--- config.mk ---
export PLATFORM = sky130hd
export DESIGN_NAME = iob_axi_single_master
export DESIGN_NICKNAME = d
export VERILOG_FILES = /design/src/rtl/iob_axi_pkg.sv /design/src/rtl/iob_axi_single_master.sv
export SDC_FILE = /design/constraint.sdc
export NUM_CORES = 1
export LEC_CHECK = 0
export ABC_CLOCK_PERIOD_IN_PS = 4000
export CAP_MARGIN = 20
export CORE_AREA = 2 2 113 115
export CTS_BUF_LIST = sky130_fd_sc_hd__clkbuf_4
export DETAILED_ROUTE_END_ITERATION = 8
export DIE_AREA = 0 0 115 117
export PLACE_DENSITY = 0.94
export SYNTH_ARGS = -nofsm -noshare
export SYNTH_HDL_FRONTEND = slang
export SYNTH_SLANG_ARGS = --single-unit
--- constraint.sdc ---
create_clock -name clk_i -period 4 [get_ports clk_i]
set_input_delay 0.8 -clock clk_i [delete_from_list [all_inputs] [get_ports clk_i]]
set_output_delay 0.8 -clock clk_i [all_outputs]
set_load 0.02 [all_outputs]
--- src/rtl/iob_axi_pkg.sv ---
// Shared FSM state encoding and AXI protocol constants for the IOb-to-AXI bridge.
package iob_axi_pkg;

    typedef enum logic [2:0] {
        StIdle,
        StWrReq,
        StWrResp,
        StRdReq,
        StRdData
    } axi_state_e;

    localparam logic [1:0] AxiBurstIncr  = 2'b01;
    localparam logic [1:0] AxiRespOkay   = 2'b00;
    localparam logic [1:0] AxiRespSlvErr = 2'b10;
    localparam logic [1:0] AxiRespDecErr = 2'b11;

    function automatic logic [2:0] axi_size(input int unsigned data_w);
        return 3'($clog2(data_w / 8));
    endfunction

    function automatic logic axi_resp_is_err(input logic [1:0] resp);
        return (resp == AxiRespSlvErr) || (resp == AxiRespDecErr);
    endfunction

endpackage

--- src/rtl/iob_axi_single_master.sv ---
// Single-beat AXI4 master driven by an IOb request port; one outstanding
// transaction at a time, reads and writes share one FSM.
module iob_axi_single_master
    import iob_axi_pkg::*;
#(
    parameter int unsigned ADDR_W     = 32,
    parameter int unsigned DATA_W     = 32,
    parameter int unsigned AXI_ID_W   = 4,
    parameter int unsigned AXI_LEN_W  = 8,
    parameter int unsigned AXI_ADDR_W = 32
) (
    input  logic                    clk_i,
    input  logic                    arst_n_i,
    input  logic                    cke_i,

    input  logic                    iob_avalid_i,
    input  logic [ADDR_W-1:0]       iob_addr_i,
    input  logic [DATA_W-1:0]       iob_wdata_i,
    input  logic [DATA_W/8-1:0]     iob_wstrb_i,
    output logic [DATA_W-1:0]       iob_rdata_o,
    output logic                    iob_rvalid_o,
    output logic                    iob_ready_o,

    output logic [AXI_ADDR_W-1:0]   axi_awaddr_o,
    output logic [AXI_ID_W-1:0]     axi_awid_o,
    output logic [AXI_LEN_W-1:0]    axi_awlen_o,
    output logic [2:0]              axi_awsize_o,
    output logic [1:0]              axi_awburst_o,
    output logic                    axi_awvalid_o,
    input  logic                    axi_awready_i,

    output logic [DATA_W-1:0]       axi_wdata_o,
    output logic [DATA_W/8-1:0]     axi_wstrb_o,
    output logic                    axi_wlast_o,
    output logic                    axi_wvalid_o,
    input  logic                    axi_wready_i,

    input  logic [1:0]              axi_bresp_i,
    input  logic                    axi_bvalid_i,
    output logic                    axi_bready_o,

    output logic [AXI_ADDR_W-1:0]   axi_araddr_o,
    output logic [AXI_ID_W-1:0]     axi_arid_o,
    output logic [AXI_LEN_W-1:0]    axi_arlen_o,
    output logic [2:0]              axi_arsize_o,
    output logic [1:0]              axi_arburst_o,
    output logic                    axi_arvalid_o,
    input  logic                    axi_arready_i,

    input  logic [DATA_W-1:0]       axi_rdata_i,
    input  logic [1:0]              axi_rresp_i,
    input  logic                    axi_rlast_i,
    input  logic                    axi_rvalid_i,
    output logic                    axi_rready_o,

    output logic                    err_o
);

    localparam int unsigned STRB_W = DATA_W / 8;
    // Single-beat transfers are always size-aligned.
    localparam logic [AXI_ADDR_W-1:0] ADDR_MASK = ~AXI_ADDR_W'(STRB_W - 1);

    axi_state_e              state_q, state_d;
    logic [AXI_ADDR_W-1:0]   addr_q, addr_d;
    logic [DATA_W-1:0]       wdata_q, wdata_d;
    logic [STRB_W-1:0]       wstrb_q, wstrb_d;
    logic                    aw_done_q, aw_done_d;
    logic                    w_done_q, w_done_d;
    logic [DATA_W-1:0]       rdata_q, rdata_d;
    logic                    rvalid_q, rvalid_d;
    logic                    err_q, err_d;

    // Single-beat bursts make rlast redundant.
    logic unused_rlast;
    assign unused_rlast = axi_rlast_i;

    always_comb begin
        state_d   = state_q;
        addr_d    = addr_q;
        wdata_d   = wdata_q;
        wstrb_d   = wstrb_q;
        aw_done_d = aw_done_q;
        w_done_d  = w_done_q;
        rdata_d   = rdata_q;
        rvalid_d  = 1'b0;
        err_d     = err_q;

        unique case (state_q)
            StIdle: begin
                if (iob_avalid_i) begin
                    addr_d    = iob_addr_i[AXI_ADDR_W-1:0] & ADDR_MASK;
                    wdata_d   = iob_wdata_i;
                    wstrb_d   = iob_wstrb_i;
                    aw_done_d = 1'b0;
                    w_done_d  = 1'b0;
                    state_d   = (|iob_wstrb_i) ? StWrReq : StRdReq;
                end
            end
            StWrReq: begin
                if (axi_awvalid_o && axi_awready_i) aw_done_d = 1'b1;
                if (axi_wvalid_o && axi_wready_i)   w_done_d  = 1'b1;
                if (aw_done_d && w_done_d)          state_d   = StWrResp;
            end
            StWrResp: begin
                if (axi_bvalid_i) begin
                    if (axi_resp_is_err(axi_bresp_i)) err_d = 1'b1;
                    state_d = StIdle;
                end
            end
            StRdReq: begin
                if (axi_arready_i) state_d = StRdData;
            end
            StRdData: begin
                if (axi_rvalid_i) begin
                    rdata_d  = axi_rdata_i;
                    rvalid_d = 1'b1;
                    if (axi_resp_is_err(axi_rresp_i)) err_d = 1'b1;
                    state_d  = StIdle;
                end
            end
            default: state_d = StIdle;
        endcase
    end

    always_ff @(posedge clk_i or negedge arst_n_i) begin
        if (!arst_n_i) begin
            state_q   <= StIdle;
            addr_q    <= '0;
            wdata_q   <= '0;
            wstrb_q   <= '0;
            aw_done_q <= 1'b0;
            w_done_q  <= 1'b0;
            rdata_q   <= '0;
            rvalid_q  <= 1'b0;
            err_q     <= 1'b0;
        end else if (cke_i) begin
            state_q   <= state_d;
            addr_q    <= addr_d;
            wdata_q   <= wdata_d;
            wstrb_q   <= wstrb_d;
            aw_done_q <= aw_done_d;
            w_done_q  <= w_done_d;
            rdata_q   <= rdata_d;
            rvalid_q  <= rvalid_d;
            err_q     <= err_d;
        end
    end

    assign iob_ready_o   = (state_q == StIdle);
    assign iob_rvalid_o  = rvalid_q;
    assign iob_rdata_o   = rdata_q;
    assign err_o         = err_q;

    assign axi_awaddr_o  = addr_q;
    assign axi_awid_o    = '0;
    assign axi_awlen_o   = '0;
    assign axi_awsize_o  = axi_size(DATA_W);
    assign axi_awburst_o = AxiBurstIncr;
    assign axi_awvalid_o = (state_q == StWrReq) && !aw_done_q;

    assign axi_wdata_o   = wdata_q;
    assign axi_wstrb_o   = wstrb_q;
    assign axi_wlast_o   = 1'b1;
    assign axi_wvalid_o  = (state_q == StWrReq) && !w_done_q;

    assign axi_bready_o  = (state_q == StWrResp);

    assign axi_araddr_o  = addr_q;
    assign axi_arid_o    = '0;
    assign axi_arlen_o   = '0;
    assign axi_arsize_o  = axi_size(DATA_W);
    assign axi_arburst_o = AxiBurstIncr;
    assign axi_arvalid_o = (state_q == StRdReq);

    assign axi_rready_o  = (state_q == StRdData);

endmodule

### Word-level counts from Yosys, hierarchy flattened

Index checks and enable logic that the tools add are counted.

* latch bits: 0
* memories: 0
* word-level logic and storage cells: 63
* output and inout bits: 175
* bits of input ports: 114
* bits in writable memories: 0
* register bits: 105
* memory bits (read-only): 0

* bitwise operators: 0
* $add $sub $neg: 0
* multiplexer cells: 21
* shifts and indexed selects: 0
* $lt $le $gt $ge: 0
* equality and inequality tests: 15
* div/mod/pow operators: 0
* multiply operators: 0
* reductions and logical operators: 18

Operator list (number)
* 2-to-1 mux 3 bit: 5
* one-hot mux 3 bit (5 select lines): 1
* AND reduction 6 bit: 2
* 2-to-1 mux 1 bit: 11
* AND reduction 3 bit: 3
* == test 2 bit, second input constant: 4
* inequality test 2 bit, second input constant: 4
* == test 3 x 2 -> 1 bit, second input constant: 2
* inequality test 2 x 1 -> 1 bit, second input constant: 3
* one-hot mux 1 bit (2 select lines): 3
* logical AND 1 bit: 5
* nonzero test 2 bit: 2
* OR reduction 4 bit: 1
* == test 3 x 1 -> 1 bit, second input constant: 1
* == test 3 bit, second input constant: 1
* zero test 3 bit: 1
* zero test 1 bit: 2
* logical OR 1 bit: 2
* 2-to-1 mux 2 bit: 1

### Depth between registers and ports, before layout

Gate-level depths: netlist (run 1).

* word-level depth: 8
* mapped depth: 7
* gate-level depth less buffers: 4

### Least setup slack after synthesis (run 1)

OpenSTA, ideal clock, no wires.

* kind: reg2out
* start point: reg state_q[2]
* end point: out axi_awvalid_o
* path slack: 2.067 ns
* cell stages (with the launch flop): 5
* data required time: 3.200 ns
* arrival time: 1.133 ns
* path buffers: 1
* cell sequence: dfrtp_1 > buf_2 > nor2_1 > nand2_1 > nor2_1

* longest elaborated chain between the ends: 2

Ends and longest elaborated chain
* start: declaration: line iob_axi_single_master.sv:63 `axi_state_e state_q, state_d;`
* start signal: assignment: line iob_axi_single_master.sv:127 `state_q <= StIdle;`
* start signal: assignment: line iob_axi_single_master.sv:137 `state_q <= state_d;`
* == test 3 x 1 -> 1 bit: line iob_axi_single_master.sv:159 `assign axi_awvalid_o = (state_q == StWrReq) && !aw_done_q;`
* logical AND 1 bit: line iob_axi_single_master.sv:159
* end: declaration: line iob_axi_single_master.sv:29 `output logic axi_awvalid_o,`

No other way between the ends.

### Final worst setup path (run 1)

* start point: reg state_q[1]
* end point: out axi_wvalid_o

* longest elaborated chain between the ends: 2

Ends and longest elaborated chain
* == test 3 x 1 -> 1 bit: line iob_axi_single_master.sv:164 `assign axi_wvalid_o = (state_q == StWrReq) && !w_done_q;`
* logical AND 1 bit: line iob_axi_single_master.sv:164
* end: declaration: line iob_axi_single_master.sv:35 `output logic axi_wvalid_o,`

No other way between the ends.

==> parameters.txt, run 1 <==
Parameter                              Value

Layout
  Post-layout nets    658
  Register Area    0.002628 mm²
  Multi-input logic area    0.001524 mm²
  Diode count    0
  Core utilization of the finished layout    0.5661
  Share of post-route cells with drive strength above 1    0.2204
  Layout area overhead    50.18%
  Total of fill cells in the finished design    980

Power and ir drop
  Leakage power summed over all cells    0.002996 µW
  Pwr dens    795.7 mW/mm²
  Maximum vdd ir drop    0.4195 mV

Detailed routing
  Vias after detailed routing    3181
  Vias/cell    4.551
  Drt first-iter violations    82
  Total DRC errors in the routed layout    0
  Detailed Route WL    between 10 and 15 mm
  Average wire per cell in the routed design    15.93 µm
  Count of antenna-violating nets left after detailed routing    0
  Total iterations of the first detailed-routing run    4

STA
  Measured slew at the worst slew-check pin    0.7504 ns
  Sum Neg Setup Slack    0 ns
  Post-route clock skew    0.01301 ns
  Max-Slew Margin vs Limit    0.4971
  Highest Clock Rate    322.9 MHz
  Setup Viol. Count Final    0
  Final critical-path share of the clock period    0.7743
  Unrepaired setup endpoints after global routing    no
  Count of endpoints failing hold in the final timing report    0
  Pins over their slew limit    0
  Post-layout minimum cycle time    approximately 3.1 ns

GRT
  Vias in the first global route    3316
  Maximum number of pins on one net before global-route repair    92
  Grt total ovfl    0
  Antenna violations before repair    0
  Global-route wire length before repair    16.70 mm
  Tot GR Track Use    0.1607

Critical path
  Endpoint of the most critical register-to-register path    axi_wdata_o[31]
  Reg-to-reg critical path startpoint    state_q[0]
  WP data required    ~3.2 ns
  Critical Path Sink Type    output port
  Reg2Reg Depth    4
  CP startpoint kind    flip-flop
  Worst Path Arrival    2.30 ns
  Reg-to-reg setup timing slack    1.73 ns
  Critical-path maximum fanout    10
  Critical path class    reg -> out

Synth
  Number of warnings reported in the yosys synthesis log    0
  Proportion of synthesized chip area in sequential cells    0.5662
  Share of synthesized registers carrying an async set or reset    1.000
  #FFs+latches synth    roughly 110
  Most used flip-flop cell after synthesis    sky130_fd_sc_hd__dfrtp_1
  Combined area of all synthesized cells    0.004641 mm²
  Post-synthesis cell count    ~330
  Distinct cell type count after synthesis    31
  Average instance area after synthesis    about 14 µm²
  Number of enable-type register cells in the synthesized netlist    0

Floorplanning
  Die ar.    0.01346 mm²
  Die Span X    115 µm
  IO Count    289
  Core area    around 0.012 mm²
  Floorplan die height    117 µm
  Initial standard-cell utilization of the core    0.3769
  Rows    between 40 and 50

Worst hold path
  Type of the most critical hold path    in -> async

Clocking
  TritonCTS clock tree    built
  Post-CTS clock slew at the launch and capture registers of the worst setup and hold paths    roughly 0.16 ns
  Number of clock buffers inserted by TritonCTS    9
  Post-CTS Setup Bufs    0
  Number of clock sinks    105
  Clock Latency Late Sink    around 0.45 ns
  PostCTS Resize Cnt    0
  Root buffer cell    sky130_fd_sc_hd__clkbuf_4
  Quantity of hold-fixing buffers added after cts    0
  Worst-case clock buffer depth    2
  H-Tree Depth    3

Placement
  Routability Congestion    0.7349
  Port bufs    244
  Placed wire-length estimate    8.552 mm

Flow run
  Max_cap viols    0

Status
  Result of the run    finished, final reports clean
-- layer usage --
| layer | track usage | part of all wire | up-vias |
|---|---|---|---|
| met5 | 0 | 0 | - |
| met4 | 0.08514 | 0.028 | 0 |
| met3 | 0.04943 | 0.078 | 24 |
| met2 | 0.2847 | 0.54 | 160 |
| met1 | 0.1732 | 0.36 | 1546 |
| li1 | - | - | 1451 |
-- cell usage after synthesis, types with 3 or more instances --
library cell	number	area, µm²
sky130_fd_sc_hd__mux2_2	96	1081
sky130_fd_sc_hd__nand2_1	3	11.26
sky130_fd_sc_hd__a21oi_1	5	25.02
sky130_fd_sc_hd__buf_4	72	540.5
sky130_fd_sc_hd__buf_6	4	45.04
sky130_fd_sc_hd__dfrtp_1	105	2628
sky130_fd_sc_hd__buf_2	7	35.03
sky130_fd_sc_hd__nor2_1	8	30.03
-- worst max-delay path, cell delays in order, from the launching register on --
cell and delay (ns):
sky130_fd_sc_hd__dfrtp_1 0.52, sky130_fd_sc_hd__nor2_1 0.38, sky130_fd_sc_hd__nand2_1 0.13, sky130_fd_sc_hd__nor2_1 0.15, sky130_fd_sc_hd__clkdlybuf4s50_1 0.66
-- through the flow --
stage	hold slack, ns	total power (µW)	worst slack (ns)	cells	instance area, µm²
CTS	0.5112	5610	0.9097	698	6942
detailed placement	0.4769	5097	0.8341	682	6822
floorplan	0.5044	3683	2.067	368	4780
global route	0.3062	5860	0.7381	699	6969
global placement	0.4676	4993	0.8997	682	6822
finish	0.3196	5545	0.9028	699	6969
-- worst max-delay path by stage --
stage	startpoint	end
floorplan	state_q[2]	axi_awvalid_o
global placement	cke_i	axi_araddr_o[31]
detailed placement	cke_i	axi_wdata_o[20]
CTS	state_q[2]	axi_awvalid_o
global route	state_q[2]	axi_wvalid_o
finish	state_q[1]	axi_wvalid_o
-- registers in the layout (all words and copies together) (netlist names) --
register,count
w_done_q,1
axi_wdata_o,32
iob_rdata_o,32
err_o,1
state_q,3
iob_rvalid_o,1
axi_wstrb_o,4
aw_done_q,1
axi_araddr_o,30
-- layout by cell type (no fill, tap or decap), types with 3 or more instances in the layout --
| cell | netlist | final |
|---|---|---|
| sky130_fd_sc_hd__dfrtp_1 | 105 | 105 |
| sky130_fd_sc_hd__clkdlybuf4s50_1 | 0 | 243 |
| sky130_fd_sc_hd__conb_1 | 2 | 39 |
| sky130_fd_sc_hd__inv_6 | 0 | 3 |
| sky130_fd_sc_hd__a21oi_1 | 5 | 5 |
| sky130_fd_sc_hd__clkbuf_4 | 0 | 9 |
| sky130_fd_sc_hd__nand2_1 | 3 | 3 |
| sky130_fd_sc_hd__buf_4 | 72 | 3 |
| sky130_fd_sc_hd__mux2_2 | 96 | 96 |
| sky130_fd_sc_hd__clkinvlp_4 | 0 | 3 |
| sky130_fd_sc_hd__nor2_1 | 8 | 8 |
-- logic make-up after synthesis --
family,Yosys count,synth area share
AO/OA/AOI/OAI,18,0.03074
buffers and inverters,85,0.1353
flip-flops,105,0.5662
multiplexers,99,0.2410
other,2,0.001618
AND/OR/NAND/NOR,22,0.02508
-- power breakdown --
group / internal (µW) / leakage [µW] / total (µW) / switching [µW]
Combinational: 1670 / 0.00164 / 3160 / 1490
Sequential: 1560 / 0.00129 / 1900 / 334
Clock: 132 / 0.0000570 / 493 / 361
-- cell type report --
| cell class | count | area share |
|---|---|---|
| multi-input combinational | 178 | 0.2187 |
| timing repair buffer | 248 | 0.3591 |
| clock inverter | 7 | 0.007540 |
| sequential | 105 | 0.3770 |
| inverter | 2 | 0.001077 |
| tap | 150 | 0.02693 |
| clock buffer | 9 | 0.009695 |
Note: power is estimated with default switching activity, not from simulation.
==> inputs of run 2 (changes only) <==
==> config.mk (replaced) <==
export PLATFORM = sky130hd
export DESIGN_NAME = iob_axi_single_master
export DESIGN_NICKNAME = d
export VERILOG_FILES = /design/src/rtl/iob_axi_pkg.sv /design/src/rtl/iob_axi_single_master.sv
export SDC_FILE = /design/constraint.sdc
export NUM_CORES = 1
export LEC_CHECK = 0
export ABC_CLOCK_PERIOD_IN_PS = 2600
export CAP_MARGIN = 20
export CORE_MARGIN = 1
export CORE_UTILIZATION = 34
export CTS_BUF_LIST = sky130_fd_sc_hd__clkbuf_4
export DETAILED_ROUTE_END_ITERATION = 8
export PLACE_DENSITY = 0.89
export SYNTH_ARGS = -nofsm -noshare
export SYNTH_HDL_FRONTEND = slang
export SYNTH_SLANG_ARGS = --single-unit
==> constraint.sdc (replaced) <==
create_clock -name clk_i -period 2.6 [get_ports clk_i]
set_input_delay 0.52 -clock clk_i [delete_from_list [all_inputs] [get_ports clk_i]]
set_output_delay 0.52 -clock clk_i [all_outputs]
set_load 0.02 [all_outputs]
==> run 2 against run 1 <==
Against the previous run:
- wire length decreased by 0.15%
- sequential power is 55% higher
- setup slack lost 0.77 ns
- die area increased by 4.9%
- critical path depth is 1 lower
- utilization shrank 3.6 points
- global-route usage is 0.076 points lower
- combinational power up 53%
==> parameters.txt, run 2 (synthesized netlist as in run 1, its figures left out) <==
Parameter                              Value

Status
  Result of the run    finished, final reports clean

Worst hold path
  Type of the most critical hold path    in -> async

Critical path
  Reg2Reg Depth    4 (unchanged)
  CP startpoint kind    flip-flop
  Reg-to-reg critical path startpoint    state_q[0]
  Critical Path Sink Type    output port
  WP data required    2.08 ns (-1.12 ns)
  Reg-to-reg setup timing slack    0.93 ns (-0.80 ns)
  Worst Path Arrival    1.94 ns (-0.36 ns)
  Critical path class    reg -> out
  Critical-path maximum fanout    11 (+1)
  Endpoint of the most critical register-to-register path    state_q[1]

Detailed routing
  Wire length on met3    668 µm (-23%)
  Total DRC errors in the routed layout    0 (unchanged)
  Routed met2 length    5.907 mm (-1.1%)
  Met1 Routed Length    4.247 mm (+6.6%)
  Total iterations of the first detailed-routing run    4 (unchanged)
  Vias after detailed routing    3228 (+1.5%)
  Uppermost metal layer occupied by signal nets    met4
  Detailed Route WL    11.12 mm (-0.15%)
  Drt first-iter violations    173 (+110%)
  Count of antenna-violating nets left after detailed routing    0 (unchanged)
  Vias/cell    4.434 (-2.6%)
  Average wire per cell in the routed design    15.27 µm (-4.1%)

Floorplanning
  Die ar.    0.01412 mm² (+4.9%)
  IO Count    289 (unchanged)
  Core area    0.01330 mm² (+8.0%)
  Rows    42 (+2.4%)
  Die Span X    118.8 µm (+3.3%)
  Floorplan die height    118.8 µm (+1.6%)
  Initial standard-cell utilization of the core    0.3490 (-0.02788)

STA
  Post-layout minimum cycle time    2.463 ns
  Setup Viol. Count Final    0 (unchanged)
  Pins over their slew limit    0 (unchanged)
  Highest Clock Rate    406.0 MHz
  Final WS setup    0.1369 ns (-0.7659 ns)
  Unrepaired setup endpoints after global routing    no
  Measured slew at the worst slew-check pin    0.5703 ns (-0.1800 ns)
  Final critical-path share of the clock period    0.9474
  Count of endpoints failing hold in the final timing report    0 (unchanged)
  Post-route clock skew    0.02469 ns (+0.01168 ns)
  Max-Slew Margin vs Limit    0.6198 (+0.1227)
  Sum Neg Setup Slack    0 ns (unchanged)

Layout
  Share of post-route cells with drive strength above 1    0.2250 (+0.004645)
  Layout area overhead    51.77%
  Summed area of non-filler cells in the final layout    0.007043 mm² (+1.1%)
  Core utilization of the finished layout    0.5297 (-0.03632)
  Leading cell types in the layout, fill and taps excluded    240 x sky130_fd_sc_hd__clkdlybuf4s50_1, 102 x sky130_fd_sc_hd__dfrtp_1, 96 x sky130_fd_sc_hd__mux2_2
  Post-layout nets    660 (+0.30%)
  Most common cell after layout, fill and taps aside    sky130_fd_sc_hd__clkdlybuf4s50_1

GRT
  Antenna violations before repair    1 (+1)
  Tot GR Track Use    0.1600 (-0.0007565)
  Vias in the first global route    3379 (+1.9%)
  Global-route wire length before repair    17.49 mm (+4.7%)
  Grt total ovfl    0 (unchanged)
  Maximum number of pins on one net before global-route repair    106 (+15%)

Power and ir drop
  Leakage power summed over all cells    0.003060 µW (+2.2%)
  Overall power    8608 µW (+55%)
  Maximum vdd ir drop    0.6171 mV (+47%)
  Pwr dens    1222 mW/mm² (+54%)

Placement
  Routability Congestion    0.7916 (+7.7%)
  Area after detailed placement    0.006902 mm² (+1.2%)
  Port bufs    244 (unchanged)
  Worst setup slack after placement    0.4984 ns (-0.3356 ns)
  Placed wire-length estimate    8.550 mm (about the same)

Clocking
  TritonCTS clock tree    built
  H-Tree Depth    3 (unchanged)
  Quantity of hold-fixing buffers added after cts    0 (unchanged)
  Worst-case clock buffer depth    2 (unchanged)
  Post-CTS Setup Bufs    0 (unchanged)
  Root buffer cell    sky130_fd_sc_hd__clkbuf_4
  Number of clock sinks    105 (unchanged)
  Clock Latency Late Sink    0.47 ns (+0.02 ns)
  Number of clock buffers inserted by TritonCTS    9 (unchanged)
  Post-CTS clock slew at the launch and capture registers of the worst setup and hold paths    0.16 ns (about the same)

Flow run
  Max_cap viols    0 (unchanged)
[run 2: final cells by class]
cell class / instances / area [µm²]
fillers: 1094 / 6252
flip-flops and latches: 105 / 2631
repair buffers: 250 / 2530
multi-input cells: 178 / 1524
well taps: 176 / 220.2
clock buffers: 9 / 67.56
clock inverters: 7 / 60.06
inverters: 2 / 7.507
diodes: 1 / 2.502
[run 2: timing repair]
action                                  in CTS  in global routing
hold endpoints to repair                     0                  0
resized for setup                            2                  4
endpoints found under the setup margin       3                  4
[run 2: metal layers]
layer / track usage / vias up
met2: 0.2858 / 152
met5: 0 / -
li1: - / 1454
met3: 0.03975 / 18
met4: 0.08465 / 0
met1: 0.1741 / 1604
[run 2: metrics by stage]
step           std cells  hold WS, ns
2_1_floorplan        368       0.2244
3_3_place_gp         711       0.4670
3_5_place_dp         711       0.4747
4_1_cts              727      0.08095
5_1_grt              728       0.1067
6_report             728      0.07644
[run 2: worst max-delay path, stage by stage, from the launching register on]
cell and delay [ns]:
sky130_fd_sc_hd__dfrtp_2 0.52, sky130_fd_sc_hd__nand2b_1 0.22, sky130_fd_sc_hd__nor2_1 0.11, sky130_fd_sc_hd__clkdlybuf4s50_1 0.62
[run 2: how the worst max path moves through the flow]
| stage | from | to | slack (ns) | cells after the start |
|---|---|---|---|---|
| after detailed placement | iob_avalid_i | axi_wdata_o[31] | 0.50 | 4 |
| final | state_q[2] | axi_arvalid_o | 0.14 | 3 |
| after global routing | state_q[0] | axi_arvalid_o | 0.003 | 3 |
| after CTS | state_q[1] | axi_awvalid_o | 0.001 | 4 |
| after floorplan | state_q[2] | axi_awvalid_o | 0.95 | 4 |
| after global placement | state_q[0] | axi_arvalid_o | 0.54 | 3 |
[run 2: power by group]
part	internal (µW)	switching, µW	total (µW)
Sequential	2410	542	2950
Combinational	2580	2270	4850
Clock	285	524	809
==> inputs of run 3 (changes only) <==
--- a/config.mk
+++ b/config.mk
@@ -7,7 +7,6 @@
 export LEC_CHECK = 0
 export ABC_CLOCK_PERIOD_IN_PS = 2600
 export CAP_MARGIN = 20
-export CORE_MARGIN = 1
 export CORE_UTILIZATION = 34
 export CTS_BUF_LIST = sky130_fd_sc_hd__clkbuf_4
 export DETAILED_ROUTE_END_ITERATION = 8
==> results of run 3 <==
No change in the layout: final DEF, timing and power equal those of run 2.
